<file path="config.mk">
export PLATFORM = sky130hd
export DESIGN_NAME = mem_stage_lsu_flat
export DESIGN_NICKNAME = d
export VERILOG_FILES = /design/src/rtl/mem_stage_lsu_if.sv /design/src/rtl/mem_stage_lsu.sv /design/src/flat_wrapper.sv
export SDC_FILE = /design/constraint.sdc
export NUM_CORES = 1
export LEC_CHECK = 0
export CORE_UTILIZATION = 35
export DETAILED_ROUTE_END_ITERATION = 10
export HOLD_SLACK_MARGIN = 0.12
export MAX_ROUTING_LAYER = met4
export PLACE_DENSITY = 0.76
export SYNTH_ARGS = -nofsm -noshare
export SYNTH_HDL_FRONTEND = slang
export SYNTH_SLANG_ARGS = --single-unit
</file>
<file path="constraint.sdc">
create_clock -name clk -period 1.7 [get_ports clk]
set_input_delay 0.17 -clock clk [delete_from_list [all_inputs] [get_ports clk]]
set_output_delay 0.17 -clock clk [all_outputs]
set_load 0.02 [all_outputs]
</file>
<file path="src/rtl/mem_stage_lsu_if.sv">
// Data-memory bus between the MEM stage (master) and the data memory (slave).
// The request side uses req/gnt and the response side uses an rvalid strobe.
interface mem_stage_lsu_if;
    logic        dmem_req;
    logic        dmem_we;
    logic [31:0] dmem_addr;
    logic [3:0]  dmem_be;
    logic [31:0] dmem_wdata;
    logic        dmem_gnt;
    logic        dmem_rvalid;
    logic [31:0] dmem_rdata;

    modport master (
        output dmem_req, dmem_we, dmem_addr, dmem_be, dmem_wdata,
        input  dmem_gnt, dmem_rvalid, dmem_rdata
    );

    modport slave (
        input  dmem_req, dmem_we, dmem_addr, dmem_be, dmem_wdata,
        output dmem_gnt, dmem_rvalid, dmem_rdata
    );
endinterface

</file>
<file path="src/rtl/mem_stage_lsu.sv">
// RV32 memory stage: issues loads/stores on the dmem bus and holds the MEM/WB register.
// Stores granted in IDLE cost no stall; loads stall until rvalid; the stall bubbles writeback.
module mem_stage_lsu #(
    parameter logic [1:0] LOAD_SRC = 2'b01
) (
    input  logic                   clk,
    input  logic                   rst_n,
    input  logic                   MemWriteM,
    input  logic                   RegWriteM,
    input  logic [1:0]             ResultSrcM,
    input  logic [2:0]             Funct3M,
    input  logic [31:0]            ALUResultM,
    input  logic [31:0]            WriteDataM,
    input  logic [4:0]             RdM,
    input  logic [31:0]            PC_plus4M,
    mem_stage_lsu_if.master        dmem,
    output logic                   StallM,
    output logic                   MemFaultM,
    output logic                   RegWriteW,
    output logic [1:0]             ResultSrcW,
    output logic [31:0]            ALUResultW,
    output logic [31:0]            ReadDataW,
    output logic [4:0]             RdW,
    output logic [31:0]            PC_plus4W
);

    typedef enum logic [1:0] {
        IDLE   = 2'd0,
        REQ    = 2'd1,
        WAIT_R = 2'd2
    } state_t;

    state_t r_state;
    state_t w_next_state;

    logic        w_is_load;
    logic        w_access;
    logic        w_illegal_f3;
    logic        w_misaligned;
    logic        w_valid_access;
    logic        w_load_done;
    logic [1:0]  w_off;
    logic [7:0]  w_byte;
    logic [15:0] w_half;
    logic [31:0] w_load_data;

    assign w_off     = ALUResultM[1:0];
    assign w_is_load = (ResultSrcM == LOAD_SRC);
    assign w_access  = MemWriteM | w_is_load;

    always_comb begin
        w_illegal_f3 = 1'b0;
        if (MemWriteM) begin
            w_illegal_f3 = !(Funct3M inside {3'b000, 3'b001, 3'b010});
        end else begin
            w_illegal_f3 = !(Funct3M inside {3'b000, 3'b001, 3'b010, 3'b100, 3'b101});
        end
    end

    assign w_misaligned = ((Funct3M[1:0] == 2'b01) && w_off[0]) ||
                          ((Funct3M[1:0] == 2'b10) && (w_off != 2'b00));

    assign MemFaultM      = w_access & (w_illegal_f3 | w_misaligned);
    assign w_valid_access = w_access & !MemFaultM;

    // Bus fields are pure functions of the M inputs, which upstream freezes while stalled.
    assign dmem.dmem_addr = {ALUResultM[31:2], 2'b00};
    assign dmem.dmem_we   = MemWriteM;

    always_comb begin
        dmem.dmem_be    = 4'b0000;
        dmem.dmem_wdata = WriteDataM;
        case (Funct3M[1:0])
            2'b00: begin
                dmem.dmem_be    = 4'b0001 << w_off;
                dmem.dmem_wdata = {4{WriteDataM[7:0]}};
            end
            2'b01: begin
                dmem.dmem_be    = 4'b0011 << {w_off[1], 1'b0};
                dmem.dmem_wdata = {2{WriteDataM[15:0]}};
            end
            2'b10: begin
                dmem.dmem_be    = 4'b1111;
                dmem.dmem_wdata = WriteDataM;
            end
            default: begin
                dmem.dmem_be    = 4'b0000;
                dmem.dmem_wdata = WriteDataM;
            end
        endcase
    end

    always_ff @(posedge clk or negedge rst_n) begin
        if (!rst_n) begin
            r_state <= IDLE;
        end else begin
            r_state <= w_next_state;
        end
    end

    always_comb begin
        w_next_state  = r_state;
        dmem.dmem_req = 1'b0;
        StallM        = 1'b0;
        w_load_done   = 1'b0;
        case (r_state)
            IDLE: begin
                if (w_valid_access) begin
                    dmem.dmem_req = 1'b1;
                    if (!dmem.dmem_gnt) begin
                        w_next_state = REQ;
                        StallM       = 1'b1;
                    end else if (!MemWriteM) begin
                        w_next_state = WAIT_R;
                        StallM       = 1'b1;
                    end
                end
            end
            REQ: begin
                dmem.dmem_req = 1'b1;
                if (!dmem.dmem_gnt) begin
                    StallM = 1'b1;
                end else if (MemWriteM) begin
                    w_next_state = IDLE;
                end else begin
                    w_next_state = WAIT_R;
                    StallM       = 1'b1;
                end
            end
            WAIT_R: begin
                if (dmem.dmem_rvalid) begin
                    w_next_state = IDLE;
                    w_load_done  = 1'b1;
                end else begin
                    StallM = 1'b1;
                end
            end
            default: begin
                w_next_state = IDLE;
            end
        endcase
    end

    always_comb begin
        case (w_off)
            2'b00:   w_byte = dmem.dmem_rdata[7:0];
            2'b01:   w_byte = dmem.dmem_rdata[15:8];
            2'b10:   w_byte = dmem.dmem_rdata[23:16];
            default: w_byte = dmem.dmem_rdata[31:24];
        endcase
    end

    assign w_half = w_off[1] ? dmem.dmem_rdata[31:16] : dmem.dmem_rdata[15:0];

    always_comb begin
        case (Funct3M)
            3'b000:  w_load_data = {{24{w_byte[7]}}, w_byte};
            3'b001:  w_load_data = {{16{w_half[15]}}, w_half};
            3'b010:  w_load_data = dmem.dmem_rdata;
            3'b100:  w_load_data = {24'd0, w_byte};
            3'b101:  w_load_data = {16'd0, w_half};
            default: w_load_data = 32'd0;
        endcase
    end

    // A stall cycle retires nothing: only RegWriteW drops, the rest hold for the next load.
    always_ff @(posedge clk or negedge rst_n) begin
        if (!rst_n) begin
            RegWriteW  <= 1'b0;
            ResultSrcW <= 2'b00;
            ALUResultW <= 32'd0;
            ReadDataW  <= 32'd0;
            RdW        <= 5'd0;
            PC_plus4W  <= 32'd0;
        end else if (!StallM) begin
            RegWriteW  <= RegWriteM & !MemFaultM;
            ResultSrcW <= ResultSrcM;
            ALUResultW <= ALUResultM;
            ReadDataW  <= w_load_done ? w_load_data : 32'd0;
            RdW        <= RdM;
            PC_plus4W  <= PC_plus4M;
        end else begin
            RegWriteW  <= 1'b0;
        end
    end

endmodule

</file>
<file path="src/flat_wrapper.sv">
// flat-port wrapper written by rule: the top's interface ports become plain ports
module mem_stage_lsu_flat 
#(
    parameter logic [1:0] LOAD_SRC = 2'b01
)
  (clk, rst_n, MemWriteM, RegWriteM, ResultSrcM, Funct3M, ALUResultM, WriteDataM, RdM, PC_plus4M, StallM, MemFaultM, RegWriteW, ResultSrcW, ALUResultW, ReadDataW, RdW, PC_plus4W, dmem_dmem_req, dmem_dmem_we, dmem_dmem_addr, dmem_dmem_be, dmem_dmem_wdata, dmem_dmem_gnt, dmem_dmem_rvalid, dmem_dmem_rdata);
  mem_stage_lsu_if dmem_i ();
  input  logic clk;
  input  logic rst_n;
  input  logic MemWriteM;
  input  logic RegWriteM;
  input  logic [1:0] ResultSrcM;
  input  logic [2:0] Funct3M;
  input  logic [31:0] ALUResultM;
  input  logic [31:0] WriteDataM;
  input  logic [4:0] RdM;
  input  logic [31:0] PC_plus4M;
  output logic StallM;
  output logic MemFaultM;
  output logic RegWriteW;
  output logic [1:0] ResultSrcW;
  output logic [31:0] ALUResultW;
  output logic [31:0] ReadDataW;
  output logic [4:0] RdW;
  output logic [31:0] PC_plus4W;
  output wire logic [$bits(dmem_i.dmem_req)-1:0] dmem_dmem_req;
  output wire logic [$bits(dmem_i.dmem_we)-1:0] dmem_dmem_we;
  output wire logic [$bits(dmem_i.dmem_addr)-1:0] dmem_dmem_addr;
  output wire logic [$bits(dmem_i.dmem_be)-1:0] dmem_dmem_be;
  output wire logic [$bits(dmem_i.dmem_wdata)-1:0] dmem_dmem_wdata;
  input wire logic [$bits(dmem_i.dmem_gnt)-1:0] dmem_dmem_gnt;
  input wire logic [$bits(dmem_i.dmem_rvalid)-1:0] dmem_dmem_rvalid;
  input wire logic [$bits(dmem_i.dmem_rdata)-1:0] dmem_dmem_rdata;
  assign dmem_dmem_req = dmem_i.dmem_req;
  assign dmem_dmem_we = dmem_i.dmem_we;
  assign dmem_dmem_addr = dmem_i.dmem_addr;
  assign dmem_dmem_be = dmem_i.dmem_be;
  assign dmem_dmem_wdata = dmem_i.dmem_wdata;
  assign dmem_i.dmem_gnt = dmem_dmem_gnt;
  assign dmem_i.dmem_rvalid = dmem_dmem_rvalid;
  assign dmem_i.dmem_rdata = dmem_dmem_rdata;
  mem_stage_lsu #(.LOAD_SRC(LOAD_SRC)) u_core (.clk(clk), .rst_n(rst_n), .MemWriteM(MemWriteM), .RegWriteM(RegWriteM), .ResultSrcM(ResultSrcM), .Funct3M(Funct3M), .ALUResultM(ALUResultM), .WriteDataM(WriteDataM), .RdM(RdM), .PC_plus4M(PC_plus4M), .dmem(dmem_i), .StallM(StallM), .MemFaultM(MemFaultM), .RegWriteW(RegWriteW), .ResultSrcW(ResultSrcW), .ALUResultW(ALUResultW), .ReadDataW(ReadDataW), .RdW(RdW), .PC_plus4W(PC_plus4W));
endmodule
</file>
==> results by group, run 1 <==
Route
  • Initial DRC Count: 267
  • Vias per cell: 5.217
  • DRT Pass-1 Iters: 6
  • Final ANT Viol Nets: 0
  • WL/cell: approximately 20 µm
  • WL final: 18980 µm
  • Via count: 4841
  • DRC: 0

Timing
  • RSZ-0062 raised after global routing: yes
  • Fin crit share: 100.2%
  • Max Freq: approximately 0.6 GHz
  • Max Clock Skew: 5.169 ps
  • Minimum clock period: 1704 ps
  • Hold Fails Final Rpt: 0
  • Worst slew margin relative to its limit: between 30% and 40%
  • Post-route setup slack: -3.886 ps
  • Final setup fails: 7
  • Least-Margin Pin Slew: 931.0 ps
  • Final slew viol count: 0
  • Setup tns final: -17.72 ps
  • Hold_ws: 204.1 ps

CTS
  • TritonCTS clock tree: built
  • H-tree levels: 3
  • Clock latency on the worst-skew pair: 350 ps
  • Clock Root Buffer: clkbuf_16
  • Clock Path Buffers: 2
  • Num Clock Sinks: about 110
  • Clock Pin Slew Worst Setup and Hold Paths: 70 ps
  • Num CTS Buffers: 9

Global routing
  • Vias in the first global route: 5253
  • Largest net degree at the start of global routing: 63
  • Grt ovf: 0
  • Total GRT Usage: 24.67%
  • Initial antenna violation count: 2
  • First-pass GRT wire length: 29020 µm

Pwr
  • Leakage: about 4 nW
  • PwrDens: ~870 nW/µm²
  • VDD IR max: 677.5 µV

Final layout
  • Layout cell share with drive strength beyond 1: between 20% and 30%
  • Most frequent cells in the layout: 277 x clkdlybuf4s50_1, 105 x dfrtp_1, 85 x mux2_2
  • Layout area overhead: 78.35%
  • Commonest non-fill, non-tap cell in the layout: clkdlybuf4s50_1
  • # fillers: 1094
  • Layout net count: 881
  • Final Cell Area: 9402 µm²
  • Fin util: 64.44%
  • Fin cells: 928

Synth
  • Yosys top cell area share: 50.32%
  • Post-Syn Area: 5271 µm²
  • Post-Syn Area per Cell: 12.98 µm²
  • #FFs+latches synth: around 110
  • Post-synth cell types: 32
  • Mapped Cells: 406
  • Sequential fraction of the synthesis area: around 50%
  • Syn. warnings: 0
  • Synth top area cells: dfrtp_1 50%, mux2_2 19%, buf_4 6.0%
  • Cell accounting for the most synthesized area: dfrtp_1

Floorplanning
  • DIE WIDTH: 124.7 µm
  • Die height: 124.7 µm
  • Initial Utilization: 36.13%
  • Core area: between 10000 and 15000 µm²
  • Full die area: 15560 µm²
  • I/O pin count: 320
  • Row count: 44

Placement
  • RD Place Congestion: approximately 0.86
  • Cells after DPL: 889
  • Port buffer count: 317
  • Placed instance area: 8666 µm²
  • HPWL Detailed: 13420 µm

Critical path
  • CP Class: flop to flop
  • R2R cell count: 6
  • Reg2Reg Setup Slack: -4 ps
  • FF-to-FF End: u_core.ALUResultW[12]
  • Setup crit end kind: flop
  • Worst EP required: between 1500 and 2000 ps
  • Launching point of the worst reg2reg path: u_core.r_state[0]
  • Setup crit start kind: flop
  • Crit Path Max Fanout: 13
  • WP data arrival: 1940 ps

Min path
  • Worst Hold Class: input port to flop
  • Worst Hold End: u_core.ResultSrcW[0]
  • Hold Path Depth: 2
  • Hold Crit Start: ResultSrcM[0]

Run status
  • Outcome: finished, violations left
  • Failing checks: setup timing

Flow run
  • Max-Cap Viols: 0
## cell usage after synthesis, drive strengths merged
library cell	number
mux2	87
a22oi	16
a21o	1
a21oi	6
a211oi	1
dfrtp	106
nor2b	2
a221oi	9
o22ai	1
nor3	4
a222oi	7
a31oi	1
inv	5
buf	57
o21ai	11
nor2	7
nand4	1
nand2	11
nor3b	3
clkbuf	14
nor4	1
mux2i	12
o2bb2ai	32
mux4	8
a31o	1
and3b	1
conb	1
## cell type report
| type | instances | area (µm²) | share of cell area, % |
|---|---|---|---|
| timing repair buffer | 390 | 3980 | 42.33 |
| antenna | 2 | 5.005 | 0.05323 |
| inverter | 5 | 18.77 | 0.1996 |
| tap | 184 | 230.2 | 2.449 |
| clock buffer | 11 | 252.7 | 2.688 |
| sequential | 106 | 2654 | 28.23 |
| multi-input combinational | 225 | 2201 | 23.41 |
| clock inverter | 5 | 60.06 | 0.6388 |
## flip-flops by register name, indices dropped and copies added (netlist names)
register           flops
u_core.ALUResultW     32
u_core.ReadDataW      32
u_core.RdW             5
u_core.PC_plus4W      32
u_core.RegWriteW       1
u_core.ResultSrcW      2
u_core.r_state         2
## cell families after synthesis
group | after synthesis | share of synthesized area (%)
other cells | 1 | 0.07114
simple gates | 30 | 3.109
flops | 106 | 50.32
buf+inv | 76 | 9.423
mux | 107 | 24.28
compound gates | 86 | 12.79
## per-stage QoR
stage,setup WS [ps],power (W)
2_1_floorplan,14.09,0.004299
3_3_place_gp,-714.2,0.005669
3_5_place_dp,-745.0,0.005736
4_1_cts,-59.96,0.008188
5_1_grt,-30.90,0.008536
6_report,-3.886,0.008205
## layer usage
| layer | share of wire, % | GRT usage [%] | vias up | wire length (µm) |
|---|---|---|---|---|
| met5 | 0 | - | - | 0 |
| met4 | 2.6 | 9.568 | 0 | 495 |
| met3 | 8.0 | 6.100 | 35 | 1517 |
| met2 | 51 | 42.05 | 282 | 9746 |
| met1 | 38 | 27.74 | 2382 | 7219 |
| li1 | - | - | 2142 | - |
## worst max path at each step
stage,endpoint,cells past startpoint,startpoint,slack [ps]
after floorplan,u_core.ALUResultW[28],7,Funct3M[0],10
after global placement,u_core.PC_plus4W[8],7,Funct3M[0],-710
after detailed placement,u_core.PC_plus4W[6],7,Funct3M[0],-750
after CTS,StallM,6,u_core.r_state[1],-60
after global routing,u_core.ALUResultW[12],6,u_core.r_state[0],-30
final,u_core.ALUResultW[12],6,u_core.r_state[0],-4
## worst max-delay path: stages, from the launching register on
cell and delay [ps]:
dfrtp_2 440, nor3b_4 250, a31oi_2 80, o21ai_4 100, buf_12 180, clkbuf_16 200, mux2_2 340
## report_power, final
part           switching [W]  leakage, nW  internal [W]  total (W)
Combinational        0.00137         2.43       0.00166    0.00303
Sequential          0.000160         1.31       0.00280    0.00296
Clock               0.000985        0.152       0.00123    0.00221
Total                0.00251         3.89       0.00569    0.00820
## what timing repair did
item	CTS	global route
resized for setup	97	17
endpoints found under the setup margin	135	94
endpoints found under the hold margin	106	0
setup buffers	8	5
cloned	5	5
pin swaps	4	3
hold buffers	1	0
No activity file was read; power rests on OpenSTA's default activity.
==> run 2, diff against run 1 <==
--- a/config.mk
+++ b/config.mk
@@ -5,11 +5,13 @@
 export SDC_FILE = /design/constraint.sdc
 export NUM_CORES = 1
 export LEC_CHECK = 0
+export CORE_MARGIN = 1.5
 export CORE_UTILIZATION = 35
 export DETAILED_ROUTE_END_ITERATION = 10
 export HOLD_SLACK_MARGIN = 0.12
 export MAX_ROUTING_LAYER = met4
 export PLACE_DENSITY = 0.76
+export SKIP_LAST_GASP = 1
 export SYNTH_ARGS = -nofsm -noshare
 export SYNTH_HDL_FRONTEND = slang
 export SYNTH_SLANG_ARGS = --single-unit
==> run 2 against run 1 <==
  * Critical endpoint is now StallM
  * First-iteration DRC count is 55% higher
  * The flow finishes with violations (DRC, setup timing)
  * Critical path type is now flop to primary output
  * Utilization is 0.94 points higher
  * Sequential share of layout area is 0.52 points lower
==> results by group, run 2 (synthesis gave the netlist of run 1 again) <==
Timing
  • Fin crit share: 103.1%
  • Post-route setup slack: -52.86 ps
  • Final slew viol count: 0
  • Final setup fails: 4
  • Hold_ws: approximately 220 ps
  • Setup tns final: -61.51 ps
  • Minimum clock period: 1753 ps
  • RSZ-0062 raised after global routing: yes
  • Hold Fails Final Rpt: 0
  • Worst slew margin relative to its limit: about three fifths
  • Least-Margin Pin Slew: 584.7 ps
  • Max Clock Skew: approximately 11 ps
  • Max Freq: approximately 0.57 GHz

CTS
  • Clock latency on the worst-skew pair: 340 ps
  • Clock Pin Slew Worst Setup and Hold Paths: 70 ps
  • Clock Path Buffers: 2
  • Num CTS Buffers: 9
  • Num Clock Sinks: 106
  • Clock Root Buffer: clkbuf_16
  • TritonCTS clock tree: built
  • H-tree levels: 3

Critical path
  • CP Buf/Inv Count: 3
  • Worst EP required: 1530 ps
  • Worst-path cell chain: nor3b_4 -> a31oi_2 -> o21ai_4 -> buf_6 -> buf_12 -> buf_12
  • WP data arrival: 1580 ps
  • CP top delay family: flip-flops
  • Crit Path Max Fanout: 3
  • Reg2Reg Setup Slack: roughly 10 ps
  • Crit-path most repeated cell: buf_12
  • Setup crit end kind: primary output
  • Slowest CP cell: dfrtp_1
  • CP Class: flop to primary output
  • Setup crit start kind: flop
  • Crit path largest cell delay: about 400 ps

Run status
  • Outcome: finished, violations left
  • Failing checks: DRC, setup timing

Global routing
  • Vias in the first global route: roughly 5100
  • M2 GR Usage: 40.89%
  • M3 GR Usage: 6.797%
  • Total GRT Usage: 23.79%
  • Met1 GRT Util: approximately a quarter
  • Largest net degree at the start of global routing: between 40 and 50
  • Grt ovf: 0
  • First-pass GRT wire length: about 28000 µm
  • Initial antenna violation count: 1
  • Global routing's busiest layer: met2

Floorplanning
  • Row count: 44
  • Die height: about 130 µm
  • I/O pin count: 320
  • Core area: 14640 µm²
  • DIE WIDTH: 125.7 µm
  • Initial Utilization: a little over a third
  • Full die area: approximately 16000 µm²

Pwr
  • PwrDens: 865.7 nW/µm²
  • Leakage: 3.971 nW
  • VDD IR max: roughly 640 µV

Final layout
  • Layout cell share with drive strength beyond 1: 29.64%
  • Layout net count: ~890
  • Top Registers: u_core.ALUResultW x32, u_core.PC_plus4W x32, u_core.ReadDataW x32
  • Layout area overhead: 81.63%
  • Final Cell Area: ~9600 µm²
  • Commonest non-fill, non-tap cell in the layout: clkdlybuf4s50_1
  • Most frequent cells in the layout: 277 x clkdlybuf4s50_1, 106 x dfrtp_1, 84 x mux2_2
  • Fin cells: around 930
  • Fin util: 65.38%

Placement
  • HPWL Detailed: 13470 µm
  • RD Place Congestion: 0.8773
  • Placed instance area: 8721 µm²
  • Cells after DPL: slightly below 900
  • Port buffer count: 317

Route
  • DRC: 23
  • WL/cell: 20.80 µm
  • Vias per cell: 5.193
  • DRT Pass-1 Iters: 11
  • Initial DRC Count: 413
  • WL final: 19430 µm
  • Via count: 4850
  • Final ANT Viol Nets: 0

Min path
  • Worst Hold Class: input port to flop

Flow run
  • Max-Cap Viols: 0
run 2: per-stage QoR:
stage               worst slack [ps]  total power [W]
floorplan                      14.09         0.004299
global placement              -682.7         0.005693
detailed placement            -723.3         0.005750
CTS                           -70.02         0.008126
global route                  -110.2         0.008615
finish                        -52.86         0.008288
run 2: worst reg2reg max path, stage by stage, from the launching register on:
cell and delay (ps):
dfrtp_1 400, nor3b_4 160, a31oi_2 190, o21ai_4 90, buf_6 130, buf_12 140, clkbuf_16 170, clkbuf_16 170
o2bb2ai_1 120
run 2: metal layers:
metal  share of wire (%)  wire (µm)
met1                  38       7381
met2                  52      10030
met3                 8.5       1644
met4                 1.9        371
met5                   0          0
run 2: final cells by class:
cell class,instances,area [µm²]
Fill cell,1084,5070
Clock buffer,10,229.0
Timing Repair Buffer,398,4098
Multi-Input combinational cell,225,2265
Antenna cell,1,2.502
Inverter,5,18.77
Tap cell,184,230.2
Clock inverter,5,78.83
Sequential cell,106,2653
run 2: what timing repair did:
action                                  CTS  global route
hold endpoints to repair                 38             0
hold buffers                              1             0
setup buffers                             7             6
pin swaps                                 5             4
gates resized for setup                  92            22
cloned                                    4            10
endpoints found under the setup margin  135            57
run 2: final timing paths:
| path | start | to | depth (start not counted) |
|---|---|---|---|
| max in group asynchronous | rst_n | u_core.ALUResultW[1] | 3 |
| setup / recovery | u_core.r_state[1] | StallM | 6 |
| setup reg to reg | u_core.r_state[1] | u_core.ReadDataW[24] | 8 |
| hold reg to reg | u_core.ReadDataW[21] | u_core.ReadDataW[21] | 1 |
| hold / removal | ResultSrcM[0] | u_core.ResultSrcW[0] | 2 |
| min in group asynchronous | rst_n | u_core.ALUResultW[31] | 2 |
run 2: report_power, final:
| group | switching, W | internal [W] | leakage, nW |
|---|---|---|---|
| Sequential | 0.000158 | 0.00280 | 1.31 |
| Clock | 0.000925 | 0.00128 | 0.153 |
| Combinational | 0.00140 | 0.00172 | 2.50 |
